File: src/rtl/wm8731_cfg_seq_pkg.sv
// -----------------------------------------------------------------------------
// wm8731_cfg_seq_pkg
// Shared definitions for the WM8731 configuration sequencer: default
// parameter values, codec register addresses, initialisation data values,
// FSM state encoding and a helper that packs one table entry.
// No ports (package).
// -----------------------------------------------------------------------------
package wm8731_cfg_seq_pkg;

    localparam logic [7:0] DEV_ADDR_DEF    = 8'h34;
    localparam int         NUM_REGS        = 11;
    localparam int         IDX_W           = 4;
    localparam int         TMR_W           = 8;
    localparam int         POWERUP_CYC_DEF = 200;
    localparam int         GAP_CYC_DEF     = 4;
    localparam int         TIMEOUT_CYC_DEF = 64;
    localparam int         MAX_RETRY_DEF   = 3;
    localparam int         AUTO_START_DEF  = 1;

    // Codec register addresses (7 bits)
    localparam logic [6:0] R0  = 7'h00;   // left line in
    localparam logic [6:0] R1  = 7'h01;   // right line in
    localparam logic [6:0] R2  = 7'h02;   // left headphone out
    localparam logic [6:0] R3  = 7'h03;   // right headphone out
    localparam logic [6:0] R4  = 7'h04;   // analogue path
    localparam logic [6:0] R5  = 7'h05;   // digital path
    localparam logic [6:0] R6  = 7'h06;   // power down
    localparam logic [6:0] R7  = 7'h07;   // digital interface format
    localparam logic [6:0] R8  = 7'h08;   // sampling control
    localparam logic [6:0] R9  = 7'h09;   // active control
    localparam logic [6:0] R15 = 7'h0F;   // reset

    // Initialisation data (9 bits)
    localparam logic [8:0] D_RESET  = 9'h000;
    localparam logic [8:0] D_LLIN   = 9'h017;
    localparam logic [8:0] D_RLIN   = 9'h017;
    localparam logic [8:0] D_LHP    = 9'h079;
    localparam logic [8:0] D_RHP    = 9'h079;
    localparam logic [8:0] D_APATH  = 9'h012;
    localparam logic [8:0] D_DPATH  = 9'h000;
    localparam logic [8:0] D_PWR    = 9'h000;
    localparam logic [8:0] D_IFACE  = 9'h002;
    localparam logic [8:0] D_SRATE  = 9'h000;
    localparam logic [8:0] D_ACTIVE = 9'h001;

    typedef enum logic [2:0] {
        ST_PWR_WAIT = 3'd0,
        ST_IDLE     = 3'd1,
        ST_LOAD     = 3'd2,
        ST_XFER     = 3'd3,
        ST_CHECK    = 3'd4,
        ST_GAP      = 3'd5,
        ST_DONE     = 3'd6,
        ST_ERR      = 3'd7
    } cfg_state_t;

    function automatic logic [15:0] cfg_word(input logic [6:0] addr, input logic [8:0] data);
        return {addr, data};
    endfunction

endpackage

File: src/rtl/wm8731_cfg_rom.sv
// -----------------------------------------------------------------------------
// wm8731_cfg_rom
// Combinational initialisation table: index -> {reg_addr[6:0], reg_data[8:0]}.
// Entry 0 resets the codec, entry 10 activates it. Out-of-range -> 16'h0.
// Ports:
//   index  in   4   table index
//   word   out  16  {reg_addr, reg_data}
// -----------------------------------------------------------------------------
module wm8731_cfg_rom
    import wm8731_cfg_seq_pkg::*;
(
    input  logic [3:0]  index,
    output logic [15:0] word
);

    always_comb begin
        word = 16'h0;
        case (index)
            4'd0:    word = cfg_word(R15, D_RESET);
            4'd1:    word = cfg_word(R0,  D_LLIN);
            4'd2:    word = cfg_word(R1,  D_RLIN);
            4'd3:    word = cfg_word(R2,  D_LHP);
            4'd4:    word = cfg_word(R3,  D_RHP);
            4'd5:    word = cfg_word(R4,  D_APATH);
            4'd6:    word = cfg_word(R5,  D_DPATH);
            4'd7:    word = cfg_word(R6,  D_PWR);
            4'd8:    word = cfg_word(R7,  D_IFACE);
            4'd9:    word = cfg_word(R8,  D_SRATE);
            4'd10:   word = cfg_word(R9,  D_ACTIVE);
            default: word = 16'h0;
        endcase
    end

endmodule

File: src/rtl/wm8731_cfg_seq.sv
// -----------------------------------------------------------------------------
// wm8731_cfg_seq
// WM8731 register-initialisation sequencer feeding the i2c_com bit writer.
// Walks the 11-entry table, presents {DEV_ADDR, reg_addr, reg_data}, holds
// start until tr_end, checks ack, retries NAKs, reports done / error.
// Ports:
//   clock_i2c  in   1   I2C control clock (20 kHz), rising edge
//   reset_n    in   1   asynchronous active-low reset
//   cfg_start  in   1   (re)configuration request, level, IDLE/DONE/ERR only
//   tr_end     in   1   transfer finished (from i2c_com)
//   ack        in   1   0 = all bytes ACKed, 1 = NAK (from i2c_com)
//   start      out  1   transfer request, high for the whole transfer
//   i2c_data   out  24  word to send, stable while start=1
//   cfg_busy   out  1   sequence in progress
//   cfg_done   out  1   all entries written, sticky until next run
//   cfg_err    out  1   an entry failed all attempts, sticky until next run
//   reg_index  out  4   current table index
//
// state    | meaning
// PWR_WAIT | codec power-up wait after reset
// IDLE     | waiting for cfg_start
// LOAD     | i2c_data holds the next word, start still low
// XFER     | start high, waiting for tr_end or timeout
// CHECK    | evaluate ack, advance index or retry
// GAP      | start low so i2c_com can re-arm
// DONE     | table written
// ERR      | retries exhausted, reg_index points at failing entry
// -----------------------------------------------------------------------------
module wm8731_cfg_seq
    import wm8731_cfg_seq_pkg::*;
#(
    parameter logic [7:0] DEV_ADDR    = DEV_ADDR_DEF,
    parameter int         POWERUP_CYC = POWERUP_CYC_DEF,
    parameter int         GAP_CYC     = GAP_CYC_DEF,
    parameter int         TIMEOUT_CYC = TIMEOUT_CYC_DEF,
    parameter int         MAX_RETRY   = MAX_RETRY_DEF,
    parameter int         AUTO_START  = AUTO_START_DEF
)
(
    input  logic        clock_i2c,
    input  logic        reset_n,
    input  logic        cfg_start,
    input  logic        tr_end,
    input  logic        ack,
    output logic        start,
    output logic [23:0] i2c_data,
    output logic        cfg_busy,
    output logic        cfg_done,
    output logic        cfg_err,
    output logic [3:0]  reg_index
);

    cfg_state_t       state, state_nxt;
    logic [TMR_W-1:0] tmr, tmr_nxt;
    logic [IDX_W-1:0] idx_nxt;
    logic [1:0]       retry, retry_nxt;
    logic             nak_q, nak_nxt;
    logic [15:0]      rom_word;

    // ROM is addressed with the next index so the word can be registered on
    // entry to LOAD, giving one cycle of data set-up ahead of start.
    wm8731_cfg_rom u_rom (
        .index (idx_nxt),
        .word  (rom_word)
    );

    always_comb begin
        state_nxt = state;
        tmr_nxt   = tmr;
        idx_nxt   = reg_index;
        retry_nxt = retry;
        nak_nxt   = nak_q;
        case (state)
            ST_PWR_WAIT: begin
                if (tmr == '0)
                    state_nxt = (AUTO_START != 0) ? ST_LOAD : ST_IDLE;
                else
                    tmr_nxt = tmr - 1'b1;
            end
            ST_IDLE, ST_DONE, ST_ERR: begin
                if (cfg_start) begin
                    state_nxt = ST_LOAD;
                    idx_nxt   = '0;
                    retry_nxt = '0;
                end
            end
            ST_LOAD: begin
                state_nxt = ST_XFER;
                tmr_nxt   = TMR_W'(TIMEOUT_CYC - 1);
            end
            ST_XFER: begin
                // Only the first tr_end cycle is used; a missing tr_end is a NAK.
                if (tr_end) begin
                    nak_nxt   = ack;
                    state_nxt = ST_CHECK;
                end else if (tmr == '0) begin
                    nak_nxt   = 1'b1;
                    state_nxt = ST_CHECK;
                end else begin
                    tmr_nxt = tmr - 1'b1;
                end
            end
            ST_CHECK: begin
                if (!nak_q) begin
                    retry_nxt = '0;
                    idx_nxt   = reg_index + 1'b1;
                    if (reg_index == IDX_W'(NUM_REGS - 1)) begin
                        state_nxt = ST_DONE;
                    end else begin
                        state_nxt = ST_GAP;
                        tmr_nxt   = TMR_W'(GAP_CYC - 1);
                    end
                end else if (retry < 2'(MAX_RETRY)) begin
                    retry_nxt = retry + 1'b1;
                    state_nxt = ST_GAP;
                    tmr_nxt   = TMR_W'(GAP_CYC - 1);
                end else begin
                    state_nxt = ST_ERR;
                end
            end
            ST_GAP: begin
                if (tmr == '0)
                    state_nxt = ST_LOAD;
                else
                    tmr_nxt = tmr - 1'b1;
            end
            default: state_nxt = ST_PWR_WAIT;
        endcase
    end

    always_ff @(posedge clock_i2c or negedge reset_n) begin
        if (!reset_n) begin
            state     <= ST_PWR_WAIT;
            tmr       <= TMR_W'(POWERUP_CYC - 1);
            reg_index <= '0;
            retry     <= '0;
            nak_q     <= 1'b0;
            start     <= 1'b0;
            i2c_data  <= 24'h0;
            cfg_busy  <= 1'b0;
            cfg_done  <= 1'b0;
            cfg_err   <= 1'b0;
        end else begin
            state     <= state_nxt;
            tmr       <= tmr_nxt;
            reg_index <= idx_nxt;
            retry     <= retry_nxt;
            nak_q     <= nak_nxt;
            // Outputs are registered from the next state so they are glitch
            // free and line up exactly with the state they describe.
            start     <= (state_nxt == ST_XFER);
            cfg_busy  <= (state_nxt inside {ST_LOAD, ST_XFER, ST_CHECK, ST_GAP});
            cfg_done  <= (state_nxt == ST_DONE);
            cfg_err   <= (state_nxt == ST_ERR);
            if (state_nxt == ST_LOAD)
                i2c_data <= {DEV_ADDR, rom_word};
        end
    end

endmodule
File: config.mk
export PLATFORM = sky130hd
export DESIGN_NAME = wm8731_cfg_seq
export DESIGN_NICKNAME = d
export VERILOG_FILES = /design/src/rtl/wm8731_cfg_seq_pkg.sv /design/src/rtl/wm8731_cfg_rom.sv /design/src/rtl/wm8731_cfg_seq.sv
export SDC_FILE = /design/constraint.sdc
export NUM_CORES = 1
export LEC_CHECK = 0
export ABC_AREA = 1
export BUFFER_PORTS_ARGS = -buffer_cell sky130_fd_sc_hd__buf_2
export CORE_UTILIZATION = 40
export DETAILED_ROUTE_END_ITERATION = 12
export HOLD_SLACK_MARGIN = 0.12
export SLEW_MARGIN = 20
export SYNTH_ARGS = -nofsm -noshare
export SYNTH_HDL_FRONTEND = slang
export SYNTH_SLANG_ARGS = --single-unit
File: constraint.sdc
create_clock -name clock_i2c -period 2.46 [get_ports clock_i2c]
set_input_delay 0.492 -clock clock_i2c [delete_from_list [all_inputs] [get_ports clock_i2c]]
set_output_delay 0.492 -clock clock_i2c [all_outputs]
set_load 0.02 [all_outputs]
# After elaboration in Yosys (flattened, before gate mapping)
# Memories as Yosys holds them, arrays and structs flattened. A register that Yosys moved wholly into a read port is not among the register bits.
# Cells that the tools add are included.
# Widths: inputs -> output; s select.
totals:
  regBits: 39
  latch_bits: 0
  mem_bits_rw: 0
  rom_bits: 176
  input_bits: 5
  output_inout_bits: 32
  n_memories: 1
op_classes:
  n_addsub: 3
  n_mul: 0
  div: 0
  n_lt_le_gt_ge: 1
  eq_ne: 18
  shifts: 0
  mux: 23
  n_bitwise: 0
  reduce_logical: 12
mem_list:
  columns: ["name", "depth", "word_bits", "read_ports", "rd_clocked_by_memory_dff", "wr", "line_no", "text"]
  rows:
  - ["(no name shown)", 16, 11, 1, 1, 0, "wm8731_cfg_rom.sv:18", "case (index)"]
ops:
  columns: ["cell", "n"]
  rows:
  - ["$mux 8", 5]
  - ["$pmux 8 s4", 1]
  - ["$eq 3x3->1 const B", 8]
  - ["$mux 3", 5]
  - ["$pmux 3 s5", 1]
  - ["$eq 3x2->1 const B", 4]
  - ["$mux 2", 5]
  - ["$logic_not 8->1", 1]
  - ["$mux 4", 2]
  - ["$pmux 4 s2", 1]
  - ["$reduce_bool 4->1", 2]
  - ["$sub 8x1->8 const B", 1]
  - ["$ne 3x3->1 const B", 2]
  - ["$add 4x1->4 const B", 1]
  - ["$eq 4x4->1 const B", 1]
  - ["$ne 2x2->1 const B", 2]
  - ["$pmux 2 s2", 1]
  - ["$reduce_and 4->1", 1]
  - ["$reduce_bool 2->1", 2]
  - ["$eq 3x1->1 const B", 1]
  - ["$logic_not 3->1", 1]
  - ["$reduce_and 3->1", 1]
  - ["$reduce_or 3->1", 1]
  - ["$add 2x1->2 const B", 1]
  - ["5 further kinds", 6]

# Logic depth before layout (Yosys ltp)
# Gate-level depths: netlist of the first run.
logic_depth:
  ltp_word: 6
  ltp_mapped: 15
  ltp_nobuf: 15

# Hierarchy
# From an unflattened synthesis of the first run, not the netlist that was laid out.
hier_totals:
  hier_cells: 309
  hier_area_um2: 2342.2
modules_own_cells:
  columns: ["module", "n_inst", "cells_each", "area_each_um2", "seq_area_each_um2"]
  rows:
  - ["wm8731_cfg_seq", 1, 265, 2090.8, 982.2]
  - ["wm8731_cfg_rom", 1, 44, 251.5, 0.0]

# Worst setup path before layout of the first run
# No wires, ideal clock.
synth_timing:
  path_kind: "reg-to-reg"
  startpoint: "register reg_index[0]"
  endpoint: "register i2c_data[1]"
  setup_time_ns: 0.116
  arrival_time_ns: 2.028
  slack_ns: 0.315
  stages_incl_launch_ff: 15
  synth_period_minus_slack_ns: 2.145
  path_cell_list: "dfrtp_1 inv_1 ha_1 o21a_1 nor2_1 a31oi_1 inv_1 ha_1 inv_1 nand3_1 nand2_1 nand2_1 nand2_1 nand2_1 nand2_1"
synth_via:
  word_cells_on_any_way: 9
  cone_classes: "add/sub: 1; eq/ne: 2; mux: 6"
synth_lines:
  columns: ["item", "line_no", "text"]
  rows:
  - ["from (decl)", "wm8731_cfg_seq.sv:50", "output logic [3:0] reg_index"]
  - ["from (signal assigned)", "wm8731_cfg_seq.sv:146", "reg_index <= idx_nxt;"]
  - ["$add 4x1->4", "wm8731_cfg_seq.sv:106", "idx_nxt = reg_index + 1'b1;"]
  - ["$mux 4", "wm8731_cfg_seq.sv:104", "if (!nak_q) begin"]
  - ["$pmux 4 s2", "wm8731_cfg_seq.sv:73", "case (state)"]
  - ["via idx_nxt[1]", "wm8731_cfg_seq.sv:55", "logic [IDX_W-1:0] idx_nxt;"]
  - ["to (decl)", "wm8731_cfg_seq.sv:46", "output logic [23:0] i2c_data,"]
# The timed path passes the listed nets, and every way through them passes these cells.
# A chain may end at the register's enable or synchronous reset.

# Final worst setup path of the first run
layout_timing:
  startpoint: "register state[0]"
  endpoint: "register i2c_data[1]"
layout_via:
  word_cells_on_any_way: 17
  cone_classes: "eq/ne: 8; mux: 6; reduce/logical: 3"
layout_lines:
  columns: ["item", "line_no", "text"]
  rows:
  - ["from (decl)", "wm8731_cfg_seq.sv:53", "cfg_state_t state, state_nxt;"]
  - ["from (signal assigned)", "wm8731_cfg_seq.sv:144", "state <= state_nxt;"]
  - ["$eq 3x1->1 or $eq 3x3->1 (tied branches)", "wm8731_cfg_seq.sv:73", null]
  - ["$reduce_or 3->1", "wm8731_cfg_seq.sv:73", null]
  - ["$pmux 4 s2 (*)", "wm8731_cfg_seq.sv:73", null]
  - ["via idx_nxt[1]", "wm8731_cfg_seq.sv:55", null]
# The timed path passes the listed nets; every way through them passes the cells marked *.

==> impl_metrics.json, run 1 <==
{
  "dpl_cell_area_sq_um": 2190,
  "netlist.top_cell.by_area": "dfrtp_1",
  "fin_crit_sh_pct": 87.4,
  "gr-usage-all-layers_pct": 16.5,
  "rsz0062_at_grt": "false",
  "drv_cap": 0,
  "setup_viol_count_final": 0,
  "die_y_um": 73.6,
  "p_int_uw": 1520,
  "synth.area.top_cells": "dfrtp_1 (33%), nand2_1 (14%), dfstp_2 (6.4%)",
  "maxSlewViolCount": 0,
  "timing.slew.headroom_pct": 52.7,
  "powerDensity_nw_per_um2": 1260,
  "multiInputGateArea_sq_um": 1040,
  "p_leak_uw": 0.00129,
  "drc": 0,
  "power.share.clock_pct": 17.2,
  "num_antenna_cells": 0,
  "power.share.switching_pct": 47.5,
  "skew_ns": 0.00443,
  "yosysSeqAreaShare_pct": 39.4,
  "grt_max_degree": 33,
  "slowest_stage": "dfrtp_1",
  "fin_area_sq_um": 2300,
  "holdCritPathClass": "input pin to async pin",
  "use_met1_pct": 21.1,
  "numCtsBuffers": 5,
  "r2r_start": "state[0]$_DFF_PN0_",
  "synth_cells": 266,
  "worst_pin_slew_ns": 0.709,
  "antenna_found_initial": 0,
  "seqCellArea_sq_um": 807,
  "cp_slowest_stage_delay_ns": 0.44,
  "grt_pass1_vias": 1567,
  "initial_core_util_pct": 42.6,
  "worstPathArrival_ns": 2.37,
  "whs_ns": 0.255,
  "tritoncts": "yes",
  "hold_viol_final": 0,
  "htree_levels": 2,
  "cp-end-kind": "flop",
  "clock-sinks": 32,
  "utilization_pct": 47.7,
  "detail-route-antenna-nets": 0,
  "netlist_area_sq_um": 2050,
  "first_pass_iters": 4,
  "cts_setup_buffers": 0,
  "worstSkewPairLatency_ns": 0.28,
  "drt-wirelength-per-cell_um": 10.9,
  "p_sw_uw": 1380,
  "drive_gt1_share_pct": 21.7,
  "dominantRegCellSynth": "dfrtp_1",
  "crit_top_cell": "nand2_1",
  "drt_first_iter_violations": 99,
  "clk_pin_slew_ns": 0.07,
  "max_freq_mhz": 465,
  "power_uw": 2900,
  "grt_overflow": 0,
  "synth_top_area_share_pct": 32.9,
  "pwr-share-comb_pct": 52.9,
  "syn_avg_cell_area_sq_um": 7.71,
  "portBuffers": 26,
  "core_area_sq_um": 4820,
  "use_met2_pct": 27.5,
  "cts_resized": 0,
  "fin_nets": 308,
  "ys_top_cells_by_count": "nand2_1 (78), inv_1 (29), dfrtp_1 (27)",
  "synth-seq-cells": 32,
  "outcome": "complete, no violations",
  "viasPerCell": 4.66,
  "met3_usage_pct": 3.70,
  "die_area_sq_um": 5420,
  "rr_worst_depth": 14,
  "cp_data_required_time_ns": 2.68,
  "postCtsHoldBufs": 0,
  "die_w_um": 73.6,
  "pwr-share-seq_pct": 29.9,
  "critPathLaunch": "state[0]$_DFF_PN0_",
  "vias": 1687,
  "post-dp-hpwl_um": 2940,
  "worstSetupPathType": "flop to flop",
  "ioPinCount": 37,
  "tns_ns": 0,
  "async_reset_ff_share_pct": 100,
  "synth_most_common_cell": "nand2_1",
  "ir_drop_mv": 0.648,
  "place.gp.congestion": 0.901,
  "yosys.cell_types.count": 33,
  "top_usage_layer": "met2",
  "worstPathMaxFanout": 9,
  "path_cells": "inv_1, nand2_2, nor2_4, inv_2, a31oi_1, inv_1, ha_1, inv_1, nand3_1, nand2_1, nand2_1, nand2_1, nand2_1, nand2_1",
  "critPathLaunchType": "flop",
  "drt_wl_total_um": 3950,
  "ys.warnings.count": 0,
  "fin_crit_ns": 2.15,
  "synth_edf_count": 0,
  "std_cell_rows": 25,
  "cts-root-buf": "clkbuf_8",
  "syn2layout_area_growth_pct": 12.0,
  "grt_pass1_wl_um": 6860,
  "clock_tree.buffer_depth": 2,
  "fillerInstances": 500
}
-- metrics by stage --
| stage | std cells | worst slack, ns |
|---|---|---|
| after floorplan | 275 | 0.315 |
| after global placement | 354 | 0.340 |
| after detailed placement | 354 | 0.342 |
| after CTS | 362 | 0.308 |
| after global routing | 362 | 0.111 |
| final | 362 | 0.310 |
-- per-layer routing --
metal  part of all wire (%)  wire length [um]  vias to the layer above
met1                     49              1920                      771
met2                     48              1880                       35
met4                   0.73                29                        0
li1                       -                 -                      876
met5                      0                 0                        -
met3                    3.1               122                        5
-- state kept, by name (all words and copies together) (netlist names), 2 cells and up --
| register | flops |
|---|---|
| retry | 2 |
| tmr | 8 |
| state | 3 |
| reg_index | 4 |
| i2c_data | 10 |
-- final timing paths --
kind                            slack [ns]                        to
worst min register to register        0.49  i2c_data[10]$_DFFE_PN0N_
worst max-delay path                  0.31   i2c_data[1]$_DFFE_PN0N_
worst min-delay path                  0.26      retry[0]$_DFFE_PN0P_
max in group asynchronous             1.74   i2c_data[9]$_DFFE_PN0N_
min in group clock_i2c                0.49  i2c_data[10]$_DFFE_PN0N_
worst max register to register        0.31   i2c_data[1]$_DFFE_PN0N_
-- placed cells by master (no fill, tap or decap), types with 6 or more instances in the layout --
master	count
buf_2	26
conb_1	10
dfrtp_1	27
ha_1	9
inv_1	29
nand2_1	78
nand3_1	21
nor2_1	21
o21ai_0	6
-- power groups by stage --
| stage | registers [uW] | logic [uW] | clock network, uW |
|---|---|---|---|
| after floorplan | 962 | 1150 | 0 |
| after global placement | 880 | 1550 | 0 |
| after detailed placement | 877 | 1550 | 0 |
| after CTS | 870 | 1550 | 514 |
| after global routing | 897 | 1750 | 542 |
| final | 869 | 1540 | 498 |
-- worst max-delay path, delay by kind of cell (launching register included) --
kind	cells	cell delay, ns
DFF	1	0.44
AOI/OAI and AO/OA	1	0.24
adders and majority gates	1	0.29
and+or+nand+nor	8	0.68
buffers and inverters	4	0.44
-- cell type report --
type	instances	area share (%)
sequential	32	35.1
timing repair buffer	27	5.99
inverter	33	5.39
multi-input combinational	195	45.2
clock inverter	2	1.53
clock buffer	6	3.16
tap	67	3.65
-- cell families (layout without fill, tap and decap cells) --
logic type | count (synthesis) | count (layout) | share of synthesized area (%)
other | 1 | 10 | 0.183
buffers and inverters | 48 | 68 | 11.7
AO/OA/AOI/OAI | 28 | 28 | 8.54
flip-flops | 32 | 32 | 39.4
AND/OR/NAND/NOR | 145 | 145 | 33.4
XOR/XNOR | 3 | 3 | 1.28
adder cells (fa/ha/maj) | 9 | 9 | 5.49
Note: power is estimated with default switching activity, not from simulation.
==> run 2, diff against run 1 <==
CORE_MARGIN = 4   (was default)
CTS_CLUSTER_DIAMETER = 60   (was default)
==> run 2 against run 1 <==
Effect of this change:
- first-iteration DRC count rose by 46%
- power grew 1.3%
- maximum frequency rose by 0.29%
- die area is 17% higher
- critical endpoint unchanged
==> impl_metrics.json, run 2 (synthesis results as in run 1) <==
{
  "outcome": "complete, no violations",
  "cp-end-kind": "flop",
  "worstPathMaxFanout": 9,
  "cp_data_required_time_ns": 2.70,
  "largest_reg_flops": 10,
  "pwr-share-comb_pct": 53.0,
  "ir_drop_mv": 0.476,
  "cts_resized": 0,
  "tns_ns": 0,
  "final_common_cell": "nand2_1",
  "powerDensity_nw_per_um2": 1280,
  "critPathLaunchType": "flop",
  "clock-sinks": 32,
  "drt-wirelength-per-cell_um": 11.5,
  "grt_overflow": 0,
  "drt_first_iter_violations": 145,
  "grt_pass1_wl_um": 7250,
  "dpl_cell_area_sq_um": 2190,
  "die_area_sq_um": 6340,
  "cts_setup_buffers": 0,
  "multiInputGateArea_sq_um": 1040,
  "std_cell_rows": 25,
  "drt_wl_total_um": 4160,
  "postCtsHoldBufs": 0,
  "worstSkewPairLatency_ns": 0.29,
  "holdCritPathClass": "input pin to async pin",
  "p_sw_uw": 1420,
  "max_flop_register": "i2c_data",
  "post-dp-hpwl_um": 3140,
  "core_area_sq_um": 4850,
  "htree_levels": 2,
  "power.share.switching_pct": 48.2,
  "die_w_um": 79.6,
  "fin_nets": 308,
  "final_cell_mix": "nand2_1 (78), inv_1 (29), dfrtp_1 (27)",
  "cts-root-buf": "clkbuf_8",
  "maxSlewViolCount": 0,
  "seqCellArea_sq_um": 807,
  "grt_pass1_vias": 1617,
  "grt_max_degree": 33,
  "antenna_found_initial": 0,
  "worstSetupPathType": "flop to flop",
  "drv_cap": 0,
  "fin_area_sq_um": 2300,
  "drc": 0,
  "rr_worst_depth": 14,
  "drive_gt1_share_pct": 22.0,
  "initial_core_util_pct": 42.3,
  "detail-route-antenna-nets": 0,
  "pwr-share-seq_pct": 29.4,
  "place.gp.congestion": 0.816,
  "p_leak_uw": 0.00129,
  "clk_pin_slew_ns": 0.07,
  "rsz0062_at_grt": "false",
  "portBuffers": 26,
  "ioPinCount": 37,
  "worst_pin_slew_ns": 0.729,
  "first_pass_iters": 4,
  "setup_viol_count_final": 0,
  "timing.slew.headroom_pct": 51.4,
  "power.share.clock_pct": 17.6,
  "skew_ns": 0.00339,
  "vias": 1718,
  "worstPathArrival_ns": 2.38,
  "fin_crit_sh_pct": 87.1,
  "tritoncts": "yes",
  "hold_viol_final": 0,
  "viasPerCell": 4.75,
  "numCtsBuffers": 5,
  "max_freq_mhz": 467,
  "p_int_uw": 1520,
  "num_antenna_cells": 0,
  "clock_tree.buffer_depth": 2,
  "fin_crit_ns": 2.14,
  "die_y_um": 79.6,
  "gr-usage-all-layers_pct": 14.7,
  "fillerInstances": 490,
  "syn2layout_area_growth_pct": 12.2,
  "largestRegisters": "i2c_data: 10 flops, tmr: 8 flops, reg_index: 4 flops"
}
[run 2: power by group through the flow]
stage | Combinational [uW] | Sequential [uW] | Clock [uW]
after floorplan | 1150 | 962 | 0
after detailed placement | 1580 | 874 | 0
after global routing | 1810 | 893 | 553
after global placement | 1560 | 877 | 0
final | 1560 | 865 | 517
after CTS | 1580 | 867 | 534
[run 2: final timing paths]
path                                          start  slack (ns)                       end
setup / recovery                 state[0]$_DFF_PN0_        0.32   i2c_data[1]$_DFFE_PN0N_
hold / removal                              reset_n        0.25      retry[0]$_DFFE_PN0P_
setup reg to reg                 state[0]$_DFF_PN0_        0.32   i2c_data[1]$_DFFE_PN0N_
hold reg to reg            i2c_data[10]$_DFFE_PN0N_        0.49  i2c_data[10]$_DFFE_PN0N_
max in group asynchronous                   reset_n        1.75   i2c_data[2]$_DFFE_PN0N_
min in group clock_i2c     i2c_data[10]$_DFFE_PN0N_        0.49  i2c_data[10]$_DFFE_PN0N_
[run 2: area by class of cell]
type	count	area share [%]
clock inverter	3	1.85
clock buffer	5	2.99
multi-input combinational	195	45.1
tap	67	3.64
inverter	33	5.38
sequential	32	35.1
timing repair buffer	27	5.98
[run 2: worst max-delay path: stages, from the launching register on]
cell and delay [ns]:
dfrtp_1 0.45, inv_1 0.13, nand2_2 0.09, nor2_4 0.18, inv_2 0.13, a31oi_1 0.25
inv_1 0.11, ha_1 0.28, inv_1 0.07, nand3_1 0.12, nand2_1 0.09, nand2_1 0.05
nand2_1 0.06, nand2_1 0.05, nand2_1 0.05
[run 2: metrics by stage]
stage	hold slack (ns)	util [%]	instances	total power, uW	worst slack, ns
4_1_cts	0.272	47.5	362	2980	0.287
2_1_floorplan	0.196	-	275	2110	0.315
3_5_place_dp	0.469	45.2	354	2450	0.320
6_report	0.250	47.5	362	2940	0.317
5_1_grt	0.308	47.5	362	3260	0.0769
3_3_place_gp	0.461	45.2	354	2440	0.276
[run 2: metal layers]
metal / vias up / routed length [um] / part of all wire (%) / track usage, %
met3: 7 / 151 / 3.6 / 3.05
met2: 31 / 1970 / 47 / 23.5
met5: - / 0 / 0 / 0
li1: 884 / - / - / -
met4: 0 / 71 / 1.7 / 7.73
met1: 796 / 1970 / 47 / 18.7
==> run 3, diff against run 2 <==
HOLD_SLACK_MARGIN = default   (was 0.12)
PLACE_DENSITY = 0.62   (was default)
==> run 3 against run 2 <==
Effect of this change:
- maximum frequency grew 2.0%
- flip-flop and latch count unchanged
- global-route usage down 0.48 points
- clock power fell by 3%
- critical path depth is the same
- die area is the same
- design area fell by 0.16%
- largest cell class unchanged
==> impl_metrics.json, run 3 (synthesis results as in run 1) <==
{
  "die_y_um": 79.6,
  "rr_worst_depth": 14,
  "fin_nets": 308,
  "reg2reg_to": "i2c_data[1]$_DFFE_PN0N_",
  "htree_levels": 2,
  "powerDensity_nw_per_um2": 1270,
  "cp-end-kind": "flop",
  "max_freq_mhz": 476,
  "pwr-share-comb_pct": 52.9,
  "holdCritPathClass": "input pin to async pin",
  "ir_drop_mv": 0.593,
  "largestRegisters": "i2c_data: 10 flops, tmr: 8 flops, reg_index: 4 flops",
  "core_area_sq_um": 4850,
  "rsz0062_at_grt": "false",
  "worstSetupPathType": "flop to flop",
  "grt_pass1_vias": 1534,
  "first_pass_iters": 4,
  "maxSlewViolCount": 0,
  "grt_max_degree": 33,
  "timing.slew.headroom_pct": 52.4,
  "ioPinCount": 37,
  "critPathLaunch": "state[0]$_DFF_PN0_",
  "worstPathArrival_ns": 2.33,
  "worstSkewPairLatency_ns": 0.29,
  "worstPathMaxFanout": 9,
  "viasPerCell": 4.65,
  "r2r_setup_slack_ns": 0.36,
  "final_common_cell": "nand2_1",
  "endpoint": "i2c_data[1]$_DFFE_PN0N_",
  "syn2layout_area_growth_pct": 12.0,
  "drv_cap": 0,
  "cts-root-buf": "clkbuf_8",
  "final_cell_mix": "nand2_1 (78), inv_1 (29), dfrtp_1 (27)",
  "tritoncts": "yes",
  "portBuffers": 26,
  "num_antenna_cells": 0,
  "power_uw": 2910,
  "skew_ns": 0.00358,
  "place.gp.congestion": 0.830,
  "initial_core_util_pct": 42.3,
  "power.share.switching_pct": 47.6,
  "grt_pass1_wl_um": 6980,
  "std_cell_rows": 25,
  "clock-sinks": 32,
  "grt_overflow": 0,
  "numCtsBuffers": 5,
  "drt-wirelength-per-cell_um": 11.1,
  "drt_first_iter_violations": 112,
  "clk_pin_slew_ns": 0.07,
  "cts_resized": 0,
  "fillerInstances": 508,
  "drt_wl_total_um": 4030,
  "tns_ns": 0,
  "drive_gt1_share_pct": 21.7,
  "antenna_found_initial": 0,
  "drc": 0,
  "cp_data_required_time_ns": 2.69,
  "die_area_sq_um": 6340,
  "postCtsHoldBufs": 0,
  "vias": 1685,
  "gr-usage-all-layers_pct": 14.2,
  "largest_reg_flops": 10,
  "pwr-share-seq_pct": 29.8,
  "outcome": "complete, no violations",
  "p_int_uw": 1520,
  "detail-route-antenna-nets": 0,
  "r2r_start": "state[0]$_DFF_PN0_",
  "max_flop_register": "i2c_data",
  "fin_crit_ns": 2.10,
  "seqCellArea_sq_um": 807,
  "worst_pin_slew_ns": 0.714,
  "cts_setup_buffers": 0,
  "fin_crit_sh_pct": 85.5,
  "die_w_um": 79.6,
  "post-dp-hpwl_um": 3060,
  "hold_viol_final": 0,
  "p_leak_uw": 0.00129,
  "multiInputGateArea_sq_um": 1040,
  "p_sw_uw": 1380,
  "clock_tree.buffer_depth": 2,
  "power.share.clock_pct": 17.3,
  "setup_viol_count_final": 0,
  "critPathLaunchType": "flop"
}
==> run 3: cell types whose count changed in the layout (fill, tap and decap cells not counted) <==
cell	previous run	this run
clkbuf_1	0	1
clkinvlp_4	1	0
==> run 3: critical path, stage by stage, from the launching register on <==
cell and delay, ns:
dfrtp_1 0.44, inv_1 0.13, nand2_2 0.09, nor2_4 0.17, inv_2 0.12, a31oi_1 0.23, inv_1 0.11, ha_1 0.28
inv_1 0.07, nand3_1 0.12, nand2_1 0.09, nand2_1 0.05, nand2_1 0.06, nand2_1 0.05, nand2_1 0.05
==> run 3: power groups by stage <==
stage / Sequential (uW) / Clock, uW / Combinational, uW
6_report: 867 / 502 / 1540
2_1_floorplan: 962 / 0 / 1150
3_3_place_gp: 876 / 0 / 1550
3_5_place_dp: 873 / 0 / 1560
5_1_grt: 892 / 536 / 1760
4_1_cts: 868 / 512 / 1560
==> run 3: how the worst min path moves through the flow <==
stage,to,depth (start not counted)
final,retry[1]$_DFFE_PN0P_,1
after global placement,i2c_data[9]$_DFFE_PN0N_,2
after floorplan,cfg_busy$_DFF_PN0_,0
after CTS,retry[0]$_DFFE_PN0P_,1
after global routing,reg_index[1]$_DFF_PN0_,1
after detailed placement,i2c_data[11]$_DFFE_PN0N_,2
==> run 3: metal layers <==
layer  track usage [%]  up-vias  routed length (um)  part of all wire [%]
li1                  -      881                   -                     -
met1              17.8      773                1900                    47
met2              23.3       25                1900                    47
met3              4.85        6                 183                   4.5
met4              4.12        0                  50                   1.2
met5                 0        -                   0                     0
==> run 3: final cells by class <==
cell class	instances	share of cell area, %
clock inverter	2	1.53
sequential	32	35.1
inverter	33	5.39
tap	67	3.65
multi-input combinational	195	45.2
timing repair buffer	27	5.99
clock buffer	6	3.16
==> run 3: per-stage QoR <==
stage	worst slack (ns)	hold slack (ns)	instances	area [sq um]	utilization, %
4_1_cts	0.342	0.290	362	2300	47.4
3_3_place_gp	0.363	0.460	354	2190	45.2
6_report	0.358	0.256	362	2300	47.4
5_1_grt	0.108	0.317	362	2300	47.4
3_5_place_dp	0.369	0.461	354	2190	45.2
2_1_floorplan	0.315	0.196	275	2080	-
